**src/rtl/sevenseg_event_scheduler.sv**
```systemverilog
// sevenseg_event_scheduler: round-robin L/C/R display scheduler with sticky overcurrent alarm; define OC_BLINK_EN to blink the alarm code
module sevenseg_event_scheduler #(
  parameter int HOLD_CYCLES = 50_000_000,
  parameter int CNT_W = 26
`ifdef OC_BLINK_EN
  , parameter int BLINK_CYCLES = 25_000_000
`endif
) (
  input  logic       clk,
  input  logic       rst,
  input  logic [3:0] req,
  input  logic       oc_clear,
  output logic [3:0] code,
  output logic       busy,
  output logic       alarm
);
  typedef enum logic [1:0] {IDLE, SHOW, ALARM} state_t;
  state_t state;
  logic [3:0] req_q, edg;
  logic oc_q, take;
  logic [2:0] pending, pr, clr;
  logic [1:0] ptr, p1, p2, sel;
  logic [CNT_W-1:0] hold;
`ifdef OC_BLINK_EN
  logic [CNT_W-1:0] blink;
`endif
  assign edg = req & ~req_q;
  // pr is pending re-indexed by pointer position: 0=L, 1=C, 2=R
  always_comb begin
    pr = {pending[0], pending[1], pending[2]};
    p1 = ptr == 2'd2 ? 2'd0 : ptr + 2'd1;
    p2 = p1 == 2'd2 ? 2'd0 : p1 + 2'd1;
    sel = pr[ptr] ? ptr : pr[p1] ? p1 : p2;
    take = |pending && !oc_q && (state == IDLE || (state == SHOW && hold == '0));
    clr = take ? 3'b100 >> sel : 3'b000;
  end
  always_ff @(posedge clk)
    if (rst) begin
      state <= IDLE;
      code <= '0;
      busy <= 1'b0;
      alarm <= 1'b0;
      req_q <= '0;
      oc_q <= 1'b0;
      pending <= '0;
      ptr <= '0;
      hold <= '0;
`ifdef OC_BLINK_EN
      blink <= '0;
`endif
    end else begin
      req_q <= req;
      oc_q <= edg[0];
      pending <= (pending & ~clr) | edg[3:1];
      if (take) begin
        state <= SHOW;
        code <= 4'b1000 >> sel;
        busy <= 1'b1;
        ptr <= sel == 2'd2 ? 2'd0 : sel + 2'd1;
        hold <= CNT_W'(HOLD_CYCLES - 1);
      end else if (oc_q && state != ALARM) begin
        state <= ALARM;
        code <= 4'b0001;
        busy <= 1'b1;
        alarm <= 1'b1;
        hold <= '0;
`ifdef OC_BLINK_EN
        blink <= CNT_W'(BLINK_CYCLES - 1);
`endif
      end else if (state == SHOW) begin
        if (hold == '0) begin
          state <= IDLE;
          code <= '0;
          busy <= 1'b0;
        end else hold <= hold - CNT_W'(1);
      end else if (state == ALARM) begin
        if (oc_clear && !req[0]) begin
          state <= IDLE;
          code <= '0;
          busy <= 1'b0;
          alarm <= 1'b0;
        end
`ifdef OC_BLINK_EN
        else if (blink == '0) begin
          blink <= CNT_W'(BLINK_CYCLES - 1);
          code <= code ^ 4'b0001;
        end else blink <= blink - CNT_W'(1);
`endif
      end
    end
endmodule

```
**config.mk**
```make
export PLATFORM = sky130hd
export DESIGN_NAME = sevenseg_event_scheduler
export DESIGN_NICKNAME = d
export VERILOG_FILES = /design/src/rtl/sevenseg_event_scheduler.sv
export SDC_FILE = /design/constraint.sdc
export NUM_CORES = 1
export LEC_CHECK = 0
export ABC_AREA = 1
export CORE_MARGIN = 2
export CORE_UTILIZATION = 55
export CTS_BUF_LIST = sky130_fd_sc_hd__clkbuf_2
export DETAILED_ROUTE_END_ITERATION = 10
export PLACE_DENSITY = 0.84
export SKIP_CTS_REPAIR_TIMING = 1
export SYNTH_ARGS = -nofsm -noshare
export SYNTH_HDL_FRONTEND = slang
export SYNTH_SLANG_ARGS = --single-unit
```
**constraint.sdc**
```tcl
create_clock -name clk -period 2 [get_ports clk]
set_input_delay 0.3 -clock clk [delete_from_list [all_inputs] [get_ports clk]]
set_output_delay 0.3 -clock clk [all_outputs]
set_load 0.02 [all_outputs]
```
==> impl_metrics.py, run 1 <==
metrics = {
    "route": {
        "vias": 2527,
        "detail_route.iter0.violations": 205,
        "viasPerCell": 5.68,
        "antenna_left": 0,
        "routed_wl_microns": 6140,
        "drt_first_pass_iters": 6,
        "wire_per_inst_microns": 13.8,
        "drcViolationCount": 0,
    },
    "clocking": {
        "cts_root_buffer": "clkbuf_2",
        "cts_buffers": 5,
        "clk_pin_slew_ps": 240,
        "h-tree-depth": 2,
        "clock_path_buffers": 2,
        "cts_num_sinks": 44,
        "clk_latency_ps": 430,
        "cts_tree": "built",
    },
    "global_routing": {
        "grt_pass1_wl_microns": 10200,
        "grt_max_degree": 28,
        "grt_antenna_before_repair": 0,
        "track_usage_pct": 25.4,
        "overflow": 0,
        "grt_pass1_vias": 2311,
    },
    "floorplan": {
        "std_cell_rows": 24,
        "die_h_microns": 71.0,
        "num_io_pins": 13,
        "coreArea_sq_um": 4350,
        "die_w_microns": 71.0,
        "dieArea_sq_um": 5040,
        "initial_core_util_pct": 56.7,
    },
    "power_and_ir_drop": {
        "p_leak_nw": 1.26,
        "vdd_drop_max_v": 0.000616,
        "switchingPower_w": 0.00120,
        "p_sw_share_pct": 38.5,
        "pwr-share-comb_pct": 39.1,
        "power_density_nw_per_um2": 1110,
        "clock_power_share_pct": 24.6,
        "p_int_w": 0.00191,
        "p_seq_share_pct": 36.3,
    },
    "yosys": {
        "ys_seq_area_share_pct": 35.7,
        "ys_warn_count": 0,
        "syn_area_sq_um": 2470,
        "synthCells": 375,
        "ys_ff_latch": 44,
        "synth_nets": 383,
        "synth.distinct_cells": 31,
        "synth_edf_count": 0,
        "async_flop_share_pct": 0,
        "avgSynthCellArea_sq_um": 6.59,
        "synthFlopType": "dfxtp_1",
    },
    "worst_setup_path": {
        "critPathLaunch": "hold[18]",
        "reg2reg_depth": 10,
        "r2r_slack_ps": 110,
        "cp.arrival_ps": 2260,
        "crit_type": "flop to flop",
        "crit_end": "hold[4]",
        "rr_endpoint": "hold[4]",
        "cp_max_fo": 15,
        "start_kind": "flop",
        "critical_path_required_ps": 2370,
        "cp-end-kind": "flop",
        "r2r_start": "hold[18]",
    },
    "place": {
        "post-place-ws_ps": 186,
        "port_buffers": 12,
        "hpwlAfterDp_microns": 4390,
        "place_area_sq_um": 2660,
        "routabilityCongestion": 0.906,
    },
    "sta": {
        "period_share_pct": 94.7,
        "setup_slack_ps": 105,
        "hold_viol": 0,
        "setup_viol_count_final": 0,
        "skew_ps": 25.5,
        "final_period_minus_worst_setup_slack_ps": 1890,
        "relSlewSlack_pct": 64.2,
        "rsz0062_at_grt": "yes",
        "worst_pin_slew_ps": 536,
        "maxSlewViolCount": 0,
        "fmax_mhz": 528,
    },
    "final_layout": {
        "regArea_sq_um": 882,
        "final_nets": 400,
        "drive_gt1_share_pct": 8.91,
        "multi_input_area_sq_um": 1390,
        "design_area_sq_um": 2810,
        "syn_to_final_growth_pct": 13.8,
        "nFillCells": 378,
        "antenna_cells": 0,
    },
    "hold_path": {
        "holdCritPathClass": "input pin to flop",
    },
    "outcome": {
        "status": "completed",
    },
    "run": {
        "drv_cap": 0,
    },
}
==> cells in the mapped netlist (2+ instances only) <==
| library cell | instances | area (sq um) |
|---|---|---|
| nand2_1 | 77 | 289 |
| nor2_1 | 73 | 274 |
| dfxtp_1 | 44 | 881 |
| inv_1 | 36 | 135 |
| a21oi_1 | 30 | 150 |
| nand4_1 | 28 | 175 |
| nand3_1 | 22 | 110 |
| xor2_1 | 10 | 87.6 |
| o21ai_0 | 9 | 45.0 |
| clkbuf_1 | 7 | 26.3 |
| nand2_2 | 4 | 25.0 |
| nand3b_1 | 4 | 30.0 |
| buf_2 | 3 | 15.0 |
| buf_4 | 3 | 22.5 |
| nor2_2 | 3 | 18.8 |
| or2_0 | 3 | 18.8 |
| xnor2_1 | 3 | 26.3 |
| nor3_1 | 2 | 10.0 |
| o21bai_1 | 2 | 15.0 |
==> cell families after synthesis <==
group           count (synthesis)  synth area share, %
buf+inv                        51                 8.66
fa+ha+maj                       1                0.507
simple gates                  218                 39.8
xor+xnor                       13                 4.61
compound gates                 48                 10.8
flops                          44                 35.7
==> how the worst min path moves through the flow <==
stage	cells after the start	to	start	slack, ps
after global routing	3	req_q[2]	req[2]	380
final	3	req_q[1]	req[1]	380
after CTS	3	req_q[1]	req[1]	370
after detailed placement	1	oc_q	req_q[0]	390
after floorplan	1	oc_q	req_q[0]	380
after global placement	1	oc_q	req_q[0]	380
==> through the flow <==
| step | power, W | instances | utilization (%) | TNS [ps] | hold slack [ps] |
|---|---|---|---|---|---|
| floorplan | 0.00201 | 375 | - | 0 | 376 |
| global placement | 0.00227 | 436 | 61.1 | 0 | 379 |
| detailed placement | 0.00230 | 436 | 61.1 | 0 | 390 |
| CTS | 0.00306 | 444 | 63.8 | 0 | 374 |
| global route | 0.00332 | 445 | 64.5 | -33.0 | 382 |
| finish | 0.00311 | 445 | 64.5 | 0 | 378 |
==> power by group through the flow <==
| stage | registers [W] | clock network, W | logic, W |
|---|---|---|---|
| floorplan | 0.00113 | 0 | 0.000878 |
| global placement | 0.00114 | 0 | 0.00113 |
| detailed placement | 0.00114 | 0 | 0.00116 |
| CTS | 0.00113 | 0.000767 | 0.00117 |
| global route | 0.00115 | 0.000806 | 0.00137 |
| finish | 0.00113 | 0.000765 | 0.00122 |
==> routing by layer <==
| metal | wire, microns | share of wire, % | up-vias | GRT usage, % |
|---|---|---|---|---|
| li1 | - | - | 1260 | - |
| met1 | 2720 | 44 | 1161 | 32.8 |
| met2 | 2990 | 49 | 93 | 43.1 |
| met3 | 336 | 5.5 | 13 | 5.13 |
| met4 | 91 | 1.5 | 0 | 7.76 |
| met5 | 0 | 0 | - | 0 |
==> area by class of cell <==
class	count	share of cell area, %
inverters	37	5.03
well taps	52	2.32
clock inverters	3	3.21
multi-input cells	280	49.6
repair buffers	24	7.61
flip-flops and latches	44	31.4
clock buffers	5	0.890
==> sequential cells by signal (all words and copies together), names as in the netlist <==
| name | flops |
|---|---|
| code | 4 |
| busy | 1 |
| ptr | 2 |
| alarm | 1 |
| oc_q | 1 |
| pending | 3 |
| state | 2 |
| hold | 26 |
| req_q | 4 |
==> critical path: stages, from the launching register on <==
cell     delay (ps)
dfxtp_1         390
nor2_1          240
nand2_1          80
nor2_1          170
nand4_1         240
nand2_1         140
nand2_2          70
buf_4           200
nand2_1          80
inv_1            40
a21oi_1         180
==> cells in the final DEF, fill, tap and decap left out, types with 2 or more instances in the layout <==
cell type        netlist  routed
nand2_2                4       4
nor2_1                73      73
nand3b_1               4       4
a21oi_1               30      30
xnor2_1                3       3
nand2_1               77      76
dfxtp_1               44      43
nand4_1               28      28
o21bai_1               2       2
or2_0                  3       3
clkdlybuf4s50_1        0      12
inv_1                 36      36
o21ai_0                9       9
nor3_1                 2       2
xor2_1                10      10
nor2_2                 3       3
nand3_1               22      22
buf_4                  3      11
bufinv_16              0       3
clkbuf_2               0       5
(Power assumes the default switching activity.)
==> run 2, diff against run 1 <==
--- a/config.mk
+++ b/config.mk
@@ -12,6 +12,7 @@
 export DETAILED_ROUTE_END_ITERATION = 10
 export PLACE_DENSITY = 0.84
 export SKIP_CTS_REPAIR_TIMING = 1
+export SLEW_MARGIN = 20
 export SYNTH_ARGS = -nofsm -noshare
 export SYNTH_HDL_FRONTEND = slang
 export SYNTH_SLANG_ARGS = --single-unit
==> constraint.sdc (replaced) <==
create_clock -name clk -period 1.95 [get_ports clk]
set_input_delay 0.2925 -clock clk [delete_from_list [all_inputs] [get_ports clk]]
set_output_delay 0.2925 -clock clk [all_outputs]
set_load 0.02 [all_outputs]
==> impl_metrics.py, run 2 (synthesized netlist as in run 1, its figures left out) <==
metrics = {
    "clocking": {
        "h-tree-depth": 2,
        "clk_latency_ps": 450,
        "clk_pin_slew_ps": 250,
        "cts_buffers": 5,
        "cts_tree": "built",
        "clock_path_buffers": 2,
        "cts_root_buffer": "clkbuf_2",
        "cts_num_sinks": 44,
    },
    "final_layout": {
        "layout_commonest_cell": "nand2_1",
        "syn_to_final_growth_pct": 24.5,
        "final_nets": 434,
        "regMostFlops": "hold",
        "drive_gt1_share_pct": 18.7,
        "largest_register_ffs": 26,
        "most-common-layout-cells": "nand2_1 (76), nor2_1 (69), buf_4 (42)",
        "post-route-util_pct": 70.6,
        "antenna_cells": 0,
        "reg.largest.list": "hold (26), code (4), req_q (4)",
    },
    "floorplan": {
        "coreArea_sq_um": 4350,
        "dieArea_sq_um": 5040,
        "num_io_pins": 13,
        "die_h_microns": 71.0,
        "std_cell_rows": 24,
        "die_w_microns": 71.0,
        "initial_core_util_pct": 56.7,
    },
    "sta": {
        "hold_viol": 0,
        "setup_slack_ps": 73.0,
        "fmax_mhz": 533,
        "setup-tns-final_ps": 0,
        "final_period_minus_worst_setup_slack_ps": 1880,
        "worst_pin_slew_ps": 376,
        "skew_ps": 23.5,
        "period_share_pct": 96.3,
        "relSlewSlack_pct": 74.9,
        "maxSlewViolCount": 0,
        "setup_viol_count_final": 0,
    },
    "worst_setup_path": {
        "cp_max_fo": 7,
        "crit_type": "flop to flop",
        "cp-end-kind": "flop",
        "critical_path_required_ps": 2330,
        "start_kind": "flop",
        "cp.arrival_ps": 2260,
    },
    "route": {
        "routed_wl_microns": 6780,
        "antenna_left": 0,
        "m1WireLength_microns": 2920,
        "dr_wl_met2_microns": 3260,
        "wire_per_inst_microns": 14.2,
        "viasPerCell": 5.63,
        "detail_route.iter0.violations": 201,
        "drt_first_pass_iters": 8,
        "drcViolationCount": 0,
        "vias": 2698,
        "met3WireLength_microns": 454,
        "dr.max_layer_used": "met4",
    },
    "power_and_ir_drop": {
        "p_leak_nw": 1.42,
        "total_power_w": 0.00322,
        "power_density_nw_per_um2": 1050,
        "vdd_drop_max_v": 0.000630,
    },
    "global_routing": {
        "grt_antenna_before_repair": 0,
        "overflow": 0,
        "grt_pass1_wl_microns": 11000,
        "grt_pass1_vias": 2473,
        "track_usage_pct": 26.9,
        "grt_max_degree": 32,
    },
    "hold_path": {
        "holdCritPathClass": "input pin to flop",
    },
    "outcome": {
        "status": "completed",
    },
    "place": {
        "port_buffers": 12,
        "hpwlAfterDp_microns": 4800,
        "routabilityCongestion": 0.971,
        "post-place-ws_ps": -155,
    },
    "run": {
        "drv_cap": 0,
    },
}
run 2: per-stage QoR:
stage               cell area, sq um  hold WS, ps  std cells
floorplan                       2470          376        375
global placement                2920          379        468
detailed placement              2920          386        468
CTS                             2980          349        476
global route                    3070          352        479
finish                          3070          363        479
run 2: where the power goes:
part | switching, W | total [W] | internal (W)
registers | 0.0000817 | 0.00111 | 0.00103
logic | 0.000918 | 0.00156 | 0.000646
clock network | 0.000329 | 0.000542 | 0.000213
run 2: area by class of cell:
class                           count  area (sq um)
Multi-Input combinational cell    280          1420
Clock inverter                      3          42.5
Clock buffer                        5          25.0
Timing Repair Buffer               58           489
Sequential cell                    44           887
Tap cell                           52          65.1
Fill cell                         340          1280
Inverter                           37           144
run 2: routing by layer:
| layer | GRT usage, % | vias to the layer above |
|---|---|---|
| li1 | - | 1333 |
| met1 | 34.9 | 1228 |
| met2 | 44.8 | 120 |
| met3 | 4.13 | 17 |
| met4 | 11.3 | 0 |
| met5 | 0 | - |
run 2: worst paths after layout:
kind                            depth (start not counted)  slack, ps     start        to
worst max-delay path                                   10         70   hold[0]  hold[14]
worst min-delay path                                    3        360    req[1]  req_q[1]
worst max register to register                         10         70   hold[0]  hold[14]
worst min register to register                          1        420  req_q[0]      oc_q
run 2: critical path, cell delays in order (launching register included):
cell	delay, ps
dfxtp_2	390
inv_4	70
ha_4	130
nand2_2	80
nor2_4	130
buf_6	130
nand4_1	190
a21boi_4	340
buf_6	170
nor2_1	40
a21oi_1	130
